$ cat config.mk
export PLATFORM = sky130hd
export DESIGN_NAME = mem_writeback
export DESIGN_NICKNAME = d
export VERILOG_FILES = /design/src/rtl/mem_writeback.sv
export SDC_FILE = /design/constraint.sdc
export NUM_CORES = 1
export LEC_CHECK = 0
export CORE_MARGIN = 3
export CORE_UTILIZATION = 42
export DETAILED_ROUTE_END_ITERATION = 16
export GPL_TIMING_DRIVEN = 0
export HOLD_SLACK_MARGIN = 0.03
export PLACE_DENSITY = 0.93
export SYNTH_ARGS = -nofsm -noshare
export SYNTH_HDL_FRONTEND = slang
export SYNTH_SLANG_ARGS = --single-unit
$ cat constraint.sdc
create_clock -name clk -period 1.97 [get_ports clk]
set_input_delay 0.394 -clock clk [delete_from_list [all_inputs] [get_ports clk]]
set_output_delay 0.394 -clock clk [all_outputs]
set_load 0.01 [all_outputs]
$ cat src/rtl/mem_writeback.sv
// rtl/mem_writeback.sv - memory/writeback stage: data-memory handshake, bus wait, register write-back and operand bypass
module mem_writeback (
  input  logic        clk,
  input  logic        rst_n,
  input  logic [15:0] iAluOut,
  input  logic [15:0] iData2,
  input  logic [3:0]  iDest,
  input  logic        iAlutoReg,
  input  logic        iMemtoReg,
  input  logic        iBustoReg,
  input  logic        iMemRead,
  input  logic        iMemWrite,
  input  logic [3:0]  iSr1,
  input  logic [3:0]  iSr2,
  output logic [1:0]  oForward,
  output logic        oStall,
  output logic        oMemReq,
  output logic        oMemWe,
  output logic [15:0] oMemAddr,
  output logic [15:0] oMemWData,
  input  logic        iMemAck,
  input  logic [15:0] iMemRData,
  input  logic [15:0] iBusData,
  input  logic        iBusValid,
  output logic        oRegWe,
  output logic [3:0]  oRegDest,
  output logic [15:0] oWriteBackData
);

  typedef enum logic [1:0] {IDLE, MEM_WAIT, BUS_WAIT, COMPLETE} state_t;

  state_t     r_state;
  logic [3:0] r_dest;
  logic       r_load_wb;

  logic w_mem_op;
  logic w_bus_wait;
  logic w_mem_ack;
  logic w_bus_done;

  assign w_mem_op   = iMemRead | iMemWrite;
  assign w_bus_wait = iBustoReg & ~iBusValid;
  assign w_mem_ack  = (r_state == MEM_WAIT) & iMemAck;
  assign w_bus_done = (r_state == BUS_WAIT) & iBusValid;

  // COMPLETE releases upstream: the stalled instruction retires here.
  always_comb begin
    oStall = 1'b0;
    case (r_state)
      IDLE:               oStall = w_mem_op | w_bus_wait;
      MEM_WAIT, BUS_WAIT: oStall = 1'b1;
      default:            oStall = 1'b0;
    endcase
  end

  assign oForward = {oRegWe && (oRegDest == iSr2), oRegWe && (oRegDest == iSr1)};

  always_ff @(posedge clk or negedge rst_n) begin
    if (!rst_n) begin
      r_state        <= IDLE;
      r_dest         <= '0;
      r_load_wb      <= 1'b0;
      oMemReq        <= 1'b0;
      oMemWe         <= 1'b0;
      oMemAddr       <= '0;
      oMemWData      <= '0;
      oRegWe         <= 1'b0;
      oRegDest       <= '0;
      oWriteBackData <= '0;
    end else begin
      case (r_state)
        IDLE: begin
          if (w_mem_op) begin
            oMemAddr  <= iAluOut;
            oMemWData <= iData2;
            r_dest    <= iDest;
            // read+write together behaves as a plain store
            r_load_wb <= iMemRead & ~iMemWrite & iMemtoReg;
            oMemReq   <= 1'b1;
            oMemWe    <= iMemWrite;
            oRegWe    <= 1'b0;
            r_state   <= MEM_WAIT;
          end else if (iBustoReg) begin
            if (iBusValid) begin
              oWriteBackData <= iBusData;
              oRegDest       <= iDest;
              oRegWe         <= 1'b1;
            end else begin
              r_dest  <= iDest;
              oRegWe  <= 1'b0;
              r_state <= BUS_WAIT;
            end
          end else if (iAlutoReg) begin
            oWriteBackData <= iAluOut;
            oRegDest       <= iDest;
            oRegWe         <= 1'b1;
          end else begin
            oRegWe <= 1'b0;
          end
        end
        MEM_WAIT: begin
          oRegWe <= 1'b0;
          if (w_mem_ack) begin
            oMemReq <= 1'b0;
            if (r_load_wb) begin
              oWriteBackData <= iMemRData;
              oRegDest       <= r_dest;
              oRegWe         <= 1'b1;
            end
            r_state <= COMPLETE;
          end
        end
        BUS_WAIT: begin
          oRegWe <= 1'b0;
          if (w_bus_done) begin
            oWriteBackData <= iBusData;
            oRegDest       <= r_dest;
            oRegWe         <= 1'b1;
            r_state        <= COMPLETE;
          end
        end
        COMPLETE: begin
          oRegWe  <= 1'b0;
          r_state <= IDLE;
        end
        default: r_state <= IDLE;
      endcase
    end
  end

endmodule

* Yosys cells after proc, flatten, opt, wreduce, memory -nomap -nowiden *
Index checks and enable logic that the tools add are counted.
Widths: inputs -> output; s select.

word-level totals
  word-level logic and storage cells = 83
  flip-flop bits (word level) = 62

cells by class
  bitwise logic cells = 9
  reductions and logical operators = 12
  multiplexer cells = 37
  eq/ne operators = 15

operator list
  cell                count
  $mux 16             7
  $pmux 16 s3         1
  $mux 4              10
  $ne 3x3->1 const B  4
  $pmux 4 s3          1
  $mux 2              5
  $ne 2x2->1 const B  5
  $mux 1              9
  $eq 4x4->1          2
  $pmux 2 s4          1
  $reduce_and 7->1    1
  $reduce_and 3->1    2
  $and 1x1->1         5
  $eq 2x2->1 const B  2
  $pmux 1 s2          2
  $pmux 1 s4          1
  $reduce_and 4->1    1
  $reduce_bool 2->1   2
  $reduce_bool 3->1   1
  $eq 2x1->1 const B  1
  $logic_and 1x1->1   2
  $logic_not 2->1     1
  $ne 2x1->1 const B  1
  $not 1->1           2
  3 further kinds     4

* Longest topological paths before layout *
  word-level depth = 4
  depth in mapped cells = 8
  gate-level depth less buffers = 6

* Least setup slack after synthesis *
OpenSTA, ideal clock, no wires.

  path kind = register -> output
  from = register r_state[0]
  to = output oStall
  arrival time = 1.400 ns
  setup slack = 0.176 ns
  stages on the path, launching flop included = 7
  cells stage by stage = dfrtp_1 inv_1 ha_1 clkbuf_2 inv_2 clkbuf_1 a21oi_1

between the ends
  longest elaborated chain between the ends = 3
  elaborated cells between the ends (all ways) = 5
  classes of those cells = 2 x eq/ne; 1 x mux; 2 x reduce/logical

ends and longest elaborated chain
  element                                          RTL line  source
  from (decl)                                      32        state_t r_state;
  from (signal assigned)                           60        r_state <= IDLE;
  from (signal assigned)                           82        r_state <= MEM_WAIT;
  from (signal assigned)                           91        r_state <= BUS_WAIT;
  $eq 2x1->1 / $eq 2x2->1 (equally long branches)  49        case (r_state)
  $reduce_or 2->1                                  49
  $pmux 1 s2 *                                     49
  to (decl)                                        16        output logic oStall,

Mark *: on every way between the ends. The rest lies on a longest branch, timed or not.

* Worst setup path in the final report *
Ends and elaborated chain as after synthesis.

==> results.yml <==
global_routing:
  grt_overflow_total: 0
  grt_usage_pct: 20.25
  grt_start_max_net_pins: 63
  antenna_found_initial: 0
  grt_pass1_vias: 2873
  grt_pass1_wl_mm: 13.62
yosys:
  avgSynthCellArea_um2: 13.06
  synthesis.nets: 335
  ys_seq_area_share_pct: 48.49
  yosysUniqueCellTypes: 37
  synth.yosys.warnings: 0
  netlist_area_mm2: 0.003199
  synth-seq-cells: 62
  netlist_instances: 245
detailed_routing:
  vias: 2679
  firstDrtPassIters: 6
  ant_nets: 0
  drt_iter0_drc: 101
  post_drt_wl_per_cell_um: 17.44
  vias_per_cell: 5.294
  wirelength_mm: 8.823
  drcViolationCount: 0
setup_path:
  path_common_cell: "buf_8"
  worstPathRequired_ns: 1.58
  cp-startpoint: "r_state[0]"
  r2r_start: "r_state[1]"
  slowest_stage: "dfrtp_1"
  max_stage_delay_ns: 0.38
  cp_data_arrival_time_ns: 1.60
  worstSetupEndpointType: "output pin"
  crit_chain: "inv_2 > ha_4 > buf_8 > inv_8 > buf_8 > a21oi_2 > buf_2"
  path_class: "flip-flop to output pin"
  cp_max_fo: 5
  crit_buf_inv: 5
  cp-start-kind: "flip-flop"
  cpLargestDelayFamily: "buffers and inverters"
timing:
  fin_crit_sh_pct: 101.1
  setup_violations: 1
  worstMarginPinSlew_ns: 0.7718
  tns_ns: -0.02142
  drv_slew: 0
  timing.fmax_mhz: 502.2
  post-route-min-period_ns: 1.991
  hold_viol: 0
  rsz0062_at_grt: "yes"
  fin_ws_ns: -0.02142
  maxSlewHeadroom_pct: 48.54
  finalClockSkew_ns: 0.009039
floorplanning:
  die_area_mm2: 0.008700
  start_util_pct: 43.64
  io_pins: 143
  die_h_um: 93.28
  coreArea_mm2: 0.007331
  rows: 31
  die_x_um: 93.28
placed_design:
  place_congestion: 0.8557
  placed_area_mm2: 0.004722
  port_buffers: 140
  hpwl_mm: 6.594
power:
  finalPower_w: 0.008944
  power_density_mw_per_mm2: 1793
  max-vdd-ir-drop_uv: 931.0
  p_leak_nw: 2.159
cells_and_area:
  nFillCells: 518
  seqCellArea_mm2: 0.001551
  final_nets: 493
  multi_input_area_mm2: 0.001549
  antenna_cells: 0
  drive_gt1_share_pct: 28.26
  postLayoutCellArea_mm2: 0.004987
  final_util_pct: 68.03
  syn2layout_area_growth_pct: 55.89
clock_network:
  clk_path_buf_depth: 2
  clock_sinks: 62
  numCtsBuffers: 9
  path_clk_slew_ns: 0.07
  clock_latency_ns: 0.34
  cts_tree: "built"
  clockRootBuffer: "clkbuf_8"
  htree_levels: 3
flow_run:
  maxCapViolations: 0
status:
  status: "complete, but fails checks"
  violations: "negative setup slack"
hold_path:
  hp-class: "input pin to async pin"
## metrics by stage
step / cells / hold WS [ns] / setup WS, ns
4_1_cts: 501 / 0.1664 / -0.1357
5_1_grt: 506 / 0.1987 / -0.06980
3_3_place_gp: 484 / 0.4588 / -1.546
2_1_floorplan: 245 / 0.09841 / 0.1764
6_report: 506 / 0.1217 / -0.02142
3_5_place_dp: 484 / 0.4707 / -0.7047
## cell usage after synthesis
cell      count  area, µm²
nand2_1      10      37.54
nand3_2       1      10.01
o21ai_0       1      5.000
buf_6         3      33.78
inv_1         4      15.01
and3_1        1      6.260
nor2b_4       1      13.76
nor4_1        2      12.51
mux2i_1      16      160.2
inv_2         1      3.750
o21a_1        2      15.01
nand3_1       2      10.01
buf_4         1      7.510
dfrtp_1      62       1551
o22ai_1       2      12.51
a221o_1       1      10.01
xnor2_1       2      17.52
clkbuf_2      1      5.000
buf_2         8      40.04
ha_1          5      62.56
o31ai_2       1      12.51
a21oi_1      20      100.1
a311o_1       1      10.01
mux2_4       20      300.3
clkbuf_1      4      15.01
nor2b_1       2      12.51
a221oi_1     16      140.1
o21ai_2       1      8.760
buf_1         1      3.750
o31ai_4       1      21.27
or3b_2        1      8.760
nor2_1        2      7.510
a211oi_2      1      12.51
mux2_2       40      450.4
nor3_1        1      5.000
o22a_1        1      8.760
xor2_1        6      52.55
## flip-flops by register name, summed over array words and instances (netlist names), 2 cells and up
signal / flops
r_state: 2
oMemAddr: 16
oMemWData: 16
r_dest: 4
oWriteBackData: 16
oRegDest: 4
## layer usage
metal  vias to the layer above  part of all wire (%)  GRT usage [%]
met4                         0                   1.5          5.983
met5                         -                     0              0
met2                       118                    51          34.96
met1                      1312                    39          23.21
met3                        18                   8.6          7.723
li1                       1231                     -              -
## cell families after synthesis
logic type	Yosys count	share of synthesized area, %
flops	62	48.49
compound gates	48	11.15
simple gates	23	3.872
buf+inv	23	3.871
xor+xnor	8	2.190
mux	76	28.47
fa+ha+maj	5	1.955
## cell usage in the layout, fill, tap and decap left out, types with 9 or more instances in the layout
master and n:
dfrtp_1 62, nand2_1 10, mux2_4 20, mux2_2 40, mux2i_1 16, clkbuf_8 9
clkdlybuf4s50_1 136, a21oi_1 19, buf_2 9, buf_4 10, a221oi_1 15
## path summary, 6_finish.rpt
path,to,slack [ns],cells after the start
min in group clk,oMemWe,0.38,3
max in group asynchronous,oWriteBackData[6],1.32,1
max reg2reg,oWriteBackData[0],0,8
min reg2reg,oMemWe,0.48,2
max,oStall,-0.02,7
min,oMemAddr[11],0.12,1
## area by class of cell
type	instances	area share [%]
sequential	62	31.11
multi-input combinational	160	31.06
timing repair buffer	148	29.10
buffer	17	2.609
clock buffer	10	2.559
tap	99	2.484
clock inverter	5	0.5519
inverter	5	0.5268
## what timing repair did
| action | 4_1_cts | 5_1_grt |
|---|---|---|
| pin swaps | 0 | 3 |
| endpoints found under the setup margin | 20 | 23 |
| setup buffers | 2 | 6 |
| resized for setup | 16 | 17 |
| hold buffers | 0 | 0 |
| cloned | 0 | 0 |
## power breakdown
part / internal (W) / leakage, nW / total (W) / switching [W]
clock: 0.000440 / 0.0817 / 0.000919 / 0.000479
combinational: 0.00336 / 1.35 / 0.00567 / 0.00231
sequential: 0.00196 / 0.731 / 0.00235 / 0.000391
Power figures use the tool's default switching activity.
